**config.mk**
```make
export PLATFORM = sky130hd
export DESIGN_NAME = rr_arb_mux_flat
export DESIGN_NICKNAME = d
export VERILOG_FILES = /design/src/rtl/rr_arb_mux_if.sv /design/src/rtl/rr_arb_mux.sv /design/src/flat_wrapper.sv
export SDC_FILE = /design/constraint.sdc
export NUM_CORES = 1
export LEC_CHECK = 0
export ABC_AREA = 1
export CAP_MARGIN = 20
export CORE_AREA = 2 2 121 123
export DETAILED_ROUTE_END_ITERATION = 16
export DIE_AREA = 0 0 123 125
export PLACE_DENSITY = 0.76
export RECOVER_POWER = 25
export SLEW_MARGIN = 20
export SYNTH_ARGS = -nofsm -noshare
export SYNTH_HDL_FRONTEND = slang
export SYNTH_SLANG_ARGS = --single-unit
```
**constraint.sdc**
```tcl
create_clock -name clk -period 9.5 [get_ports clk]
set_clock_uncertainty 0.1 [all_clocks]
set_input_delay 1.9 -clock clk [delete_from_list [all_inputs] [get_ports clk]]
set_output_delay 1.9 -clock clk [all_outputs]
set_load 0.05 [all_outputs]
```
**src/rtl/rr_arb_mux_if.sv**
```systemverilog
// Handshake bundle between N requesters and one shared consumer of rr_arb_mux.
// The slave modport is the arbiter's view; master is the environment's view.
interface rr_arb_mux_if #(
  parameter int DATA_WIDTH = 32,
  parameter int NUM_CH     = 8
);
  localparam int CH_W = $clog2(NUM_CH);

  logic [NUM_CH-1:0]            in_valid;
  logic [NUM_CH*DATA_WIDTH-1:0] in_data;
  logic [NUM_CH-1:0]            in_ready;
  logic                         out_valid;
  logic [DATA_WIDTH-1:0]        out_data;
  logic [CH_W-1:0]              out_ch;
  logic                         out_ready;

  modport slave (
    input  in_valid, in_data, out_ready,
    output in_ready, out_valid, out_data, out_ch
  );

  modport master (
    output in_valid, in_data, out_ready,
    input  in_ready, out_valid, out_data, out_ch
  );
endinterface

```
**src/rtl/rr_arb_mux.sv**
```systemverilog
// N-channel arbitrated mux: round-robin or fixed-priority grant feeding a
// single registered output stage with valid/ready backpressure.
module rr_arb_mux #(
  parameter int DATA_WIDTH = 32,
  parameter int NUM_CH     = 8,
  parameter int ARB_MODE   = 0
) (
  input  logic        clk,
  input  logic        rst,
  rr_arb_mux_if.slave bus
);
  localparam int CH_W = $clog2(NUM_CH);
  localparam int IW   = CH_W + 1;
  localparam logic [CH_W-1:0] LAST_CH = CH_W'(NUM_CH - 1);

  logic                  out_valid_q, out_valid_d;
  logic [DATA_WIDTH-1:0] out_data_q,  out_data_d;
  logic [CH_W-1:0]       out_ch_q,    out_ch_d;
  logic [CH_W-1:0]       ptr_q,       ptr_d;

  logic                  load_en;
  logic                  grant_found;
  logic [CH_W-1:0]       grant_idx;
  logic [CH_W-1:0]       search_base;

  assign load_en     = !out_valid_q || bus.out_ready;
  assign search_base = (ARB_MODE == 1) ? '0 : ptr_q;

  // Circular search from search_base; the explicit wrap keeps non-power-of-2
  // channel counts from aliasing onto nonexistent channels.
  always_comb begin : arbiter
    logic [IW-1:0] cand;
    // NOTE: every comb output gets a default first so no path infers a latch.
    grant_found = 1'b0;
    grant_idx   = '0;
    cand        = '0;
    for (int j = 0; j < NUM_CH; j++) begin
      cand = {1'b0, search_base} + IW'(j);
      if (cand >= IW'(NUM_CH)) cand = cand - IW'(NUM_CH);
      if (!grant_found && bus.in_valid[cand[CH_W-1:0]]) begin
        grant_found = 1'b1;
        grant_idx   = cand[CH_W-1:0];
      end
    end
  end

  assign bus.in_ready = (!rst && load_en && grant_found) ?
                        (NUM_CH'(1) << grant_idx) : '0;

  always_comb begin : next_state
    out_valid_d = out_valid_q;
    out_data_d  = out_data_q;
    out_ch_d    = out_ch_q;
    ptr_d       = ptr_q;
    if (load_en) begin
      out_valid_d = grant_found;
      if (grant_found) begin
        out_data_d = bus.in_data[grant_idx*DATA_WIDTH +: DATA_WIDTH];
        out_ch_d   = grant_idx;
        if (ARB_MODE == 0) begin
          ptr_d = (grant_idx == LAST_CH) ? '0 : grant_idx + CH_W'(1);
        end
      end
    end
  end

  always_ff @(posedge clk) begin
    // NOTE: non-blocking so every register samples the pre-edge values.
    if (rst) begin
      out_valid_q <= 1'b0;
      out_data_q  <= '0;
      out_ch_q    <= '0;
      ptr_q       <= '0;
    end else begin
      out_valid_q <= out_valid_d;
      out_data_q  <= out_data_d;
      out_ch_q    <= out_ch_d;
      ptr_q       <= ptr_d;
    end
  end

  assign bus.out_valid = out_valid_q;
  assign bus.out_data  = out_data_q;
  assign bus.out_ch    = out_ch_q;

  a_ready_onehot: assert property (@(posedge clk) $onehot0(bus.in_ready));

  a_ready_needs_valid: assert property (@(posedge clk)
    (bus.in_ready & ~bus.in_valid) == '0);

  a_hold_stable: assert property (@(posedge clk) disable iff (rst)
    (bus.out_valid && !bus.out_ready) |=>
      ($stable(bus.out_data) && $stable(bus.out_ch) && bus.out_valid));
endmodule

```
**src/flat_wrapper.sv**
```systemverilog
// flat-port wrapper written by rule: the top's interface ports become plain ports
module rr_arb_mux_flat 
#(
  parameter int DATA_WIDTH = 32,
  parameter int NUM_CH     = 8,
  parameter int ARB_MODE   = 0
)
  (clk, rst, bus_in_valid, bus_in_data, bus_out_ready, bus_in_ready, bus_out_valid, bus_out_data, bus_out_ch);
  rr_arb_mux_if #(.DATA_WIDTH(DATA_WIDTH), .NUM_CH(NUM_CH)) bus_i ();
  input  logic clk;
  input  logic rst;
  input wire logic [$bits(bus_i.in_valid)-1:0] bus_in_valid;
  input wire logic [$bits(bus_i.in_data)-1:0] bus_in_data;
  input wire logic [$bits(bus_i.out_ready)-1:0] bus_out_ready;
  output wire logic [$bits(bus_i.in_ready)-1:0] bus_in_ready;
  output wire logic [$bits(bus_i.out_valid)-1:0] bus_out_valid;
  output wire logic [$bits(bus_i.out_data)-1:0] bus_out_data;
  output wire logic [$bits(bus_i.out_ch)-1:0] bus_out_ch;
  assign bus_i.in_valid = bus_in_valid;
  assign bus_i.in_data = bus_in_data;
  assign bus_i.out_ready = bus_out_ready;
  assign bus_in_ready = bus_i.in_ready;
  assign bus_out_valid = bus_i.out_valid;
  assign bus_out_data = bus_i.out_data;
  assign bus_out_ch = bus_i.out_ch;
  rr_arb_mux #(.DATA_WIDTH(DATA_WIDTH), .NUM_CH(NUM_CH), .ARB_MODE(ARB_MODE)) u_core (.clk(clk), .rst(rst), .bus(bus_i));
endmodule
```
==> results.toml, run 1 <==
[critical_path]
worstSetupEndpointType = "primary output"
setup.worst_path.start_class = "input port"
buf_inv_on_cp = 5
slowest_stage = "sky130_fd_sc_hd__clkdlybuf4s50_1"
timing.reg2reg.setup_slack_ns = 4.29
worst-path-stages = 18
slowest_delay_ns = 0.83
cp_data_arrival_time_ns = 6.03
path_class = "in2out"
data_required_time_of_the_critical_path_ns = 7.50
timing.reg2reg.worst_path_depth = 17
timing.critical_path.max_delay_family = "buffers and inverters"
crit_path_cell_trace = "clkdlybuf4s50_1 -> nand2_1 -> nand3_1 -> nand3_1 -> nand2_2 -> nor2_4 -> nand4_4 -> nor2_4 -> nand3_2 -> nand3_4 -> nand2_4 -> inv_2 -> buf_4 -> ha_1 -> ha_1 -> inv_1 -> nor2_1 -> clkdlybuf4s50_1"
critical_path.max_fanout = 58

[power_and_ir_drop]
power.net_switching_mw = 2.25
final_total_pwr_mw = 3.60
power.density_cell_area_mw_per_mm2 = 436
clock_power_share_pct = 4.5
internal-power_mw = 1.35
static-leakage-power_nw = 4.11
vdd_drop_max_uv = 363
sw_share_pct = 62.5
comb_power_share_pct = 87.4
share_seq_of_total_power_pct = 8.1

[die]
floorplan.core_area_sq_mm = 0.0142
start_util_pct = 35.6
row_count = 44
fp.dieH_um = 125
die_area_sq_mm = 0.0154
io_pins = 311
horiz_die_dim_um = 123

[min_path]
worst_hold_path.num_cells = 2
timing.hold.worst.class = "reg2reg"

[finish]
layout.cells.most_common = "sky130_fd_sc_hd__nand2_1"
drive_gt1_share_pct = 4.04
layout.core_utilization_pct = 58.2
area_delta_synth_final_pct = 63.5
number_of_nets_in_the_final_layout = 1513
final_area_sq_mm = 0.00826
mostFrequentLayoutCells = "sky130_fd_sc_hd__nand2_1, sky130_fd_sc_hd__clkdlybuf4s50_1, sky130_fd_sc_hd__nand3_1"
antenna-diode-count = 0

[synthesis]
post_synth_main_area_contributors = "sky130_fd_sc_hd__nand2_1, sky130_fd_sc_hd__nand3_1, sky130_fd_sc_hd__dfxtp_1"
syn_inst = 970
synth_enable_flop_cells = 0
synth.yosys.seq_area_share_pct = 15.5
syn-cell-area_sq_mm = 0.00505
synthDominantCellAreaShare_pct = 24.1
ys_async_sr_fraction_pct = 0
ys.warnings.count = 0
syn_nets = 1244
post_syn_area_per_cell_sq_um = 5.21
synth_top_cell_by_area = "sky130_fd_sc_hd__nand2_1"
ys_ff_latch = 39
number_of_distinct_library_cells_after_synthesis = 35
ys.flop_type = "sky130_fd_sc_hd__dfxtp_1"

[route]
detail_route.wl_per_cell_um = 14.5
drt_drc_violations_left = 0
detailedRoute.firstPassIterationCount = 5
initial_detailed_routing_violation_count = 383
vias_per_cell = 4.85
postRouteWirelength_mm = 20.6
num_vias = 6907
number_of_nets_still_failing_antenna_checks_after_routing = 0

[placement]
preCtsSetupSlack_ns = 1.49
portBuffers = 310
gp_routability_congestion = 0.898
dp_hpwl_mm = 15.7
placedInstanceArea_sq_mm = 0.00809

[global_route]
initial_antenna_violation_count = 0
grt_start_max_net_pins = 98
grt_use_total_pct = 26.1
grt_pass1_vias = 6436
global_route.overflow_total = 0
first_pass_grt_wire_length_mm = 31.9

[sta]
slew_headroom_pct = 34.4
slew_viol_final = 0
final.period_utilization_pct = 84.5
hold_violations = 0
rsz_0062_raised_after_global_routing = "no"
timing.final.setup_violations = 0
timing_worst_slew_pin_value_ns = 0.984
final.setup.tns_ns = 0
period_minus_slack_ns = 8.03
layout_setup_ws_ns = 1.47
clock.fmax_mhz = 125

[clock_network]
h-tree-depth = 2
cts_num_sinks = 39
clock_path_buffers = 2
cts.hold.buffers_added = 0
latest_clock_arrival_within_the_worst_skew_pair_ns = 0.27
clk_pin_slew_ns = 0.05
clock_tree_from_tritoncts = "built"
numCtsBuffers = 5
postCtsSetupRepairBufs = 0
cts_repair_resize_count = 0
ctsRootBufferMaster = "sky130_fd_sc_hd__clkbuf_16"

[job]
max_cap_violations = 0

[run_status]
run_status = "finished clean"
-- cell families after synthesis --
group	synth area share, %
xor gates and xnor gates	0.842
and+or+nand+nor	57.7
DFF	15.5
AOI/OAI and AO/OA	6.17
adders and majority gates	1.73
buffers and inverters	18.1
-- cell usage after synthesis, types with 2 or more instances --
library cell	number
sky130_fd_sc_hd__ha_1	7
sky130_fd_sc_hd__nor2_4	2
sky130_fd_sc_hd__nor2_2	4
sky130_fd_sc_hd__nand2_1	325
sky130_fd_sc_hd__nand4_1	11
sky130_fd_sc_hd__nand3_1	159
sky130_fd_sc_hd__nand3_2	3
sky130_fd_sc_hd__o211ai_1	17
sky130_fd_sc_hd__buf_6	11
sky130_fd_sc_hd__clkinv_1	4
sky130_fd_sc_hd__inv_2	6
sky130_fd_sc_hd__a21oi_1	5
sky130_fd_sc_hd__nor2_1	131
sky130_fd_sc_hd__dfxtp_1	39
sky130_fd_sc_hd__buf_2	33
sky130_fd_sc_hd__nand2_2	5
sky130_fd_sc_hd__xor2_1	2
sky130_fd_sc_hd__o21ai_1	2
sky130_fd_sc_hd__o21ai_0	8
sky130_fd_sc_hd__nor3_1	29
sky130_fd_sc_hd__o211ai_2	7
sky130_fd_sc_hd__inv_1	136
sky130_fd_sc_hd__buf_4	8
sky130_fd_sc_hd__clkbuf_1	5
-- worst min-delay path, stage by stage, from the launching register on --
cell	delay, ns
sky130_fd_sc_hd__dfxtp_1	0.31
sky130_fd_sc_hd__nand2_1	0.06
sky130_fd_sc_hd__a21oi_1	0.06
-- state kept, by name, indices dropped and copies added, names as in the netlist --
signal / flops
u_core.bus.out_ch: 3
u_core.bus.out_data: 32
u_core.bus.out_valid: 1
u_core.ptr_q: 3
-- power by group through the flow --
stage / Sequential [mW] / Clock, mW / Combinational [mW]
2_1_floorplan: 0.493 / 0 / 2.25
4_1_cts: 0.293 / 0.168 / 3.13
3_3_place_gp: 0.294 / 0 / 3.09
5_1_grt: 0.301 / 0.176 / 3.49
3_5_place_dp: 0.295 / 0 / 3.12
6_report: 0.291 / 0.163 / 3.15
-- path summary, 6_finish.rpt --
kind / startpoint / to
worst max-delay path: bus_in_valid[6] / bus_in_ready[7]
worst min-delay path: u_core.bus.out_ch[0]$_SDFFE_PP0P_ / u_core.bus.out_ch[0]$_SDFFE_PP0P_
worst max register to register: u_core.ptr_q[0]$_SDFFE_PP0P_ / u_core.bus.out_data[4]$_SDFFE_PP0P_
worst min register to register: u_core.bus.out_ch[0]$_SDFFE_PP0P_ / u_core.bus.out_ch[0]$_SDFFE_PP0P_
-- area by class of cell --
| type | instances | area (sq um) |
|---|---|---|
| clock buffers | 6 | 139 |
| clock inverters | 1 | 5.00 |
| fillers | 1499 | 5940 |
| inverters | 146 | 548 |
| multi-input cells | 728 | 3360 |
| flip-flops and latches | 39 | 781 |
| well taps | 184 | 230 |
| repair buffers | 319 | 3190 |
-- layer usage --
layer	track usage, %	vias to the layer above	share of wire (%)
met5	0	-	0
met4	8.69	0	3.2
met3	5.20	42	7.0
li1	-	3556	-
met2	45.1	268	48
met1	32.0	3041	42
-- stage by stage --
stage | std cells | hold WS [ns]
final | 1423 | 0.383
after global routing | 1423 | 0.424
after CTS | 1422 | 0.380
after detailed placement | 1415 | 0.371
after global placement | 1414 | 0.367
after floorplan | 970 | 0.525
Note: power is estimated with default switching activity, not from simulation.
==> run 2, diff against run 1 <==
- CORE_AREA: 2 2 121 123 -> unset
- CORE_UTILIZATION: unset -> 35
- DIE_AREA: 0 0 123 125 -> unset
- PLACE_DENSITY: 0.76 -> 0.78
- clock period: 9.5 -> 7.34 ns (I/O delays scaled with it)
==> results.toml, run 2 (same netlist as run 1, synthesis figures left out) <==
[finish]
layout.cells.most_common = "sky130_fd_sc_hd__nand2_1"
antenna-diode-count = 0
filler_cell_count = 1384
mostFrequentLayoutCells = "sky130_fd_sc_hd__nand2_1, sky130_fd_sc_hd__clkdlybuf4s50_1, sky130_fd_sc_hd__nand3_1"
largest_register_ffs = 32
layout.core_utilization_pct = 59.4
final_area_sq_mm = 0.00831
number_of_nets_in_the_final_layout = 1513
area_delta_synth_final_pct = 64.5
finish.cell_count_without_fillers = 1420
drive_gt1_share_pct = 4.76

[power_and_ir_drop]
power.net_switching_mw = 2.93
final_total_pwr_mw = 4.70
clock_power_share_pct = 5.4
share_seq_of_total_power_pct = 8.0
power.density_cell_area_mw_per_mm2 = 566
sw_share_pct = 62.4
internal-power_mw = 1.77
vdd_drop_max_uv = 409
comb_power_share_pct = 86.6
static-leakage-power_nw = 4.14

[sta]
final.setup.tns_ns = 0
final.hold.worst_slack_ns = 0.377
slew_headroom_pct = 34.7
layout_setup_ws_ns = 1.11
timing_worst_slew_pin_value_ns = 0.980
rsz_0062_raised_after_global_routing = "no"
period_minus_slack_ns = 6.23
clock.fmax_mhz = 160
slew_viol_final = 0
final.period_utilization_pct = 84.9
hold_violations = 0
timing.final.setup_violations = 0

[global_route]
grt_pass1_vias = 6155
grt_use_total_pct = 26.6
initial_antenna_violation_count = 0
grt_start_max_net_pins = 95
first_pass_grt_wire_length_mm = 31.1
global_route.overflow_total = 0

[clock_network]
clock_tree_from_tritoncts = "built"
cts_repair_resize_count = 0
numCtsBuffers = 5
postCtsSetupRepairBufs = 0
cts.hold.buffers_added = 0
cts_num_sinks = 39
ctsRootBufferMaster = "sky130_fd_sc_hd__clkbuf_16"
h-tree-depth = 2
latest_clock_arrival_within_the_worst_skew_pair_ns = 0.28
clk_pin_slew_ns = 0.06
clock_path_buffers = 2

[route]
num_vias = 6744
drt_drc_violations_left = 0
detailedRoute.firstPassIterationCount = 6
detail_route.wl_per_cell_um = 14.4
number_of_nets_still_failing_antenna_checks_after_routing = 0
postRouteWirelength_mm = 20.5
vias_per_cell = 4.75
initial_detailed_routing_violation_count = 404

[die]
die_area_sq_mm = 0.0149
io_pins = 311
horiz_die_dim_um = 122
floorplan.core_area_sq_mm = 0.0140
row_count = 43
start_util_pct = 36.1
fp.dieH_um = 122

[critical_path]
cp_startpoint = "bus_in_valid[6]"
worstSetupEndpointType = "primary output"
timing.reg2reg.worst_path_depth = 17
setup.worst_path.start_class = "input port"
cp_data_arrival_time_ns = 4.67
rr_endpoint = "u_core.bus.out_data[16]$_SDFFE_PP0P_"
critical_path.max_fanout = 21
path_class = "in2out"
timing.rr.start = "u_core.ptr_q[0]$_SDFFE_PP0P_"
critical_path.endpoint = "bus_in_ready[2]"
data_required_time_of_the_critical_path_ns = 5.77
timing.reg2reg.setup_slack_ns = 2.24

[placement]
portBuffers = 310
dp_hpwl_mm = 15.6
gp_routability_congestion = 0.887
preCtsSetupSlack_ns = 1.17
dp.cells = 1411
placedInstanceArea_sq_mm = 0.00813

[job]
max_cap_violations = 0

[min_path]
timing.hold.worst.class = "reg2reg"

[run_status]
run_status = "finished clean"
==> run 2: changes by cell type in the layout (fill, tap and decap cells not counted) <==
cell,before,now
sky130_fd_sc_hd__buf_6,1,0
sky130_fd_sc_hd__nor2_2,4,3
sky130_fd_sc_hd__clkbuf_8,1,0
sky130_fd_sc_hd__buf_8,0,1
sky130_fd_sc_hd__buf_4,7,11
sky130_fd_sc_hd__buf_16,1,0
sky130_fd_sc_hd__buf_12,0,5
sky130_fd_sc_hd__nor2_4,2,3
sky130_fd_sc_hd__bufinv_16,0,1
sky130_fd_sc_hd__clkinv_4,0,1
sky130_fd_sc_hd__clkdlybuf4s50_1,290,282
==> run 2: power by group through the flow <==
stage	clock (mW)	combinational (mW)	sequential (mW)
final	0.252	4.07	0.378
after global routing	0.266	4.50	0.386
after CTS	0.257	4.08	0.379
after detailed placement	0	4.06	0.382
after global placement	0	4.04	0.381
after floorplan	0	2.91	0.638
==> run 2: layout make-up <==
type	instances	area (sq um)	area share, %
multi-input combinational	728	3370	40.5
timing repair buffer	319	3220	38.7
sequential	39	781	9.39
inverter	146	548	6.59
tap	180	225	2.71
clock buffer	5	125	1.51
clock inverter	3	43.8	0.527
==> run 2: metal layers <==
metal  up-vias  share of wire (%)  GRT usage [%]
met2       229                 48           46.5
met1      2939                 44           33.6
met4         0                2.0           7.01
met5         -                  0              0
met3        22                5.3           4.26
li1       3554                  -              -
==> run 2: how the worst min path moves through the flow <==
stage,start,to,slack (ns),cells past startpoint
finish,u_core.bus.out_ch[0]$_SDFFE_PP0P_,u_core.bus.out_ch[0]$_SDFFE_PP0P_,0.38,2
global route,u_core.bus.out_ch[2]$_SDFFE_PP0P_,u_core.bus.out_ch[2]$_SDFFE_PP0P_,0.40,2
CTS,u_core.bus.out_ch[0]$_SDFFE_PP0P_,u_core.bus.out_ch[0]$_SDFFE_PP0P_,0.38,2
detailed placement,u_core.bus.out_ch[0]$_SDFFE_PP0P_,u_core.bus.out_ch[0]$_SDFFE_PP0P_,0.37,2
global placement,u_core.bus.out_ch[0]$_SDFFE_PP0P_,u_core.bus.out_ch[0]$_SDFFE_PP0P_,0.35,2
floorplan,u_core.ptr_q[1]$_SDFFE_PP0P_,u_core.ptr_q[1]$_SDFFE_PP0P_,0.52,3
==> run 2: critical path: stages <==
cell and delay (ns):
sky130_fd_sc_hd__clkdlybuf4s50_1 0.43, sky130_fd_sc_hd__nand2_1 0.10, sky130_fd_sc_hd__nand3_1 0.15, sky130_fd_sc_hd__nand3_1 0.16, sky130_fd_sc_hd__nand2_2 0.09, sky130_fd_sc_hd__nor2_4 0.15, sky130_fd_sc_hd__nand4_4 0.12, sky130_fd_sc_hd__nor2_4 0.15
sky130_fd_sc_hd__nand3_2 0.13, sky130_fd_sc_hd__nor2_1 0.15, sky130_fd_sc_hd__inv_1 0.05, sky130_fd_sc_hd__nand2_1 0.60, sky130_fd_sc_hd__ha_1 0.28, sky130_fd_sc_hd__inv_1 0.05, sky130_fd_sc_hd__nor3_1 0.31, sky130_fd_sc_hd__buf_4 0.27
==> RTL edit (flow settings as in run 2) <==
`DATA_WIDTH` is set to 32 in 3 places; all go to 40.
--- a/src/rtl/rr_arb_mux_if.sv
+++ b/src/rtl/rr_arb_mux_if.sv
@@ -1,7 +1,7 @@
 // Handshake bundle between N requesters and one shared consumer of rr_arb_mux.
 // The slave modport is the arbiter's view; master is the environment's view.
 interface rr_arb_mux_if #(
-  parameter int DATA_WIDTH = 32,
+  parameter int DATA_WIDTH = 40,
   parameter int NUM_CH     = 8
 );
   localparam int CH_W = $clog2(NUM_CH);
--- a/src/rtl/rr_arb_mux.sv
+++ b/src/rtl/rr_arb_mux.sv
@@ -1,7 +1,7 @@
 // N-channel arbitrated mux: round-robin or fixed-priority grant feeding a
 // single registered output stage with valid/ready backpressure.
 module rr_arb_mux #(
-  parameter int DATA_WIDTH = 32,
+  parameter int DATA_WIDTH = 40,
   parameter int NUM_CH     = 8,
   parameter int ARB_MODE   = 0
 ) (
--- a/src/flat_wrapper.sv
+++ b/src/flat_wrapper.sv
@@ -1,7 +1,7 @@
 // flat-port wrapper written by rule: the top's interface ports become plain ports
 module rr_arb_mux_flat 
 #(
-  parameter int DATA_WIDTH = 32,
+  parameter int DATA_WIDTH = 40,
   parameter int NUM_CH     = 8,
   parameter int ARB_MODE   = 0
 )
Ports: changed (resized bus_in_data and bus_out_data); port bits go from 311 to 383. No check against the original RTL was run, so the function may have changed too.
==> RTL edit against run 2 <==
  * Sequential cell count grew 8
  * Critical path type unchanged
  * Setup slack improved by 0.17 ns
  * Register-to-register slack gained 0.62 ns
  * Design area rose by 20%
  * Sequential share of layout area grew 0.063 points
  * Wire length is 25% higher
  * Non-clock buffer count increased by 74
  * Via count rose by 23%
  * Largest cell class unchanged
  * Area after synthesis grew 18%
  * Power rose by 16%
  * Critical endpoint is now bus_in_ready[3]
==> RTL edit: results (changes against run 2) <==
status complete, no violations; Post-Synth Adder-Cell Area 0.838% (-0.90 points); most frequent cells after synthesis 567 x nand2_1, 199 x nand3_1, 108 x inv_1, 47 x dfxtp_1, 45 x buf_2; WP data arrival 4.50 ns (-0.17 ns); Via density 4.88 (+2.6%); cell leakage power 4.98 nW (+20%); DP Worst Slack 1.25 ns (+0.0781 ns); CP max stage delay 0.52 ns (-0.08 ns); worst slew pin tran 1.01 ns (+0.0304 ns); Final #Nets 1812 (+20%); Syn Nets 1491 (+20%); number of global-route vias before repair 7578 (+23%); Avg Cell Area, Syn 5.17 µm² (-0.78%); Detailed Route WL 25.6 mm (+25%); M3 GR Usage 4.71% (+0.45 points); Post-DP HPWL 19.8 mm (+27%); Max IR drop VDD 518 µV (+27%); Hold Slack 0.411 ns (+0.0343 ns); Post-Synth XOR/XNOR Area 0.586% (-0.26 points); Area contributors post-synth nand2_1 36%, nand3_1 17%, dfxtp_1 16%; met3 wire length 1.99 mm (+82%); Post-DP Area 9810 µm² (+21%); TritonRoute pass-1 iters 7 (+1); compound-cell area share of the yosys netlist 5.32% (-0.85 points); largest net degree at the start of global routing 101 (+6.3%); FF-to-FF setup slack 2.86 ns (+0.62 ns); I/O Buffers 382 (+23%); DR WL met2 12.2 mm (+24%); share of layout cells above drive strength 1 4.26% (-0.50 points); post-synth cell types 34 (-2.9%); worst reg2reg startpoint u_core.ptr_q[1]; Hold EP u_core.bus.out_data[8]; GRT met1 Usage 35.1% (+1.5 points); critical path's slowest cell nor2_2; global-route track usage on met2 49.2% (+2.6 points); DRT met1 WL 10.8 mm (+19%); FF-to-FF path depth 19 (+2); Largest register FFs 40 (+25%); R2R Path End u_core.bus.out_data[36]; CP Max Fanout 15 (-29%); Non-Filler Instances 1698 (+20%); worst hold start u_core.bus.out_data[8]
==> RTL edit: how the worst max path moves through the flow <==
stage | slack [ns] | to | start | depth (start not counted)
floorplan | 1.94 | bus_in_ready[7] | bus_in_valid[7] | 15
global placement | 1.32 | bus_in_ready[3] | bus_in_valid[6] | 15
detailed placement | 1.25 | bus_in_ready[3] | bus_in_valid[1] | 15
CTS | 1.23 | bus_in_ready[3] | bus_in_valid[1] | 15
global route | 0.98 | bus_in_ready[3] | bus_in_valid[7] | 15
finish | 1.27 | bus_in_ready[3] | bus_in_valid[1] | 15
==> RTL edit: where the power goes <==
part | internal [mW] | switching, mW
combinational | 1.56 | 3.28
sequential | 0.357 | 0.0549
clock | 0.124 | 0.0981
==> RTL edit: layout make-up <==
type	count	area, µm²
clock inverter	3	15.0
multi-input combinational	919	4220
sequential	47	941
inverter	111	417
timing repair buffer	393	3960
tap	220	275
fill	1628	6690
clock buffer	5	125
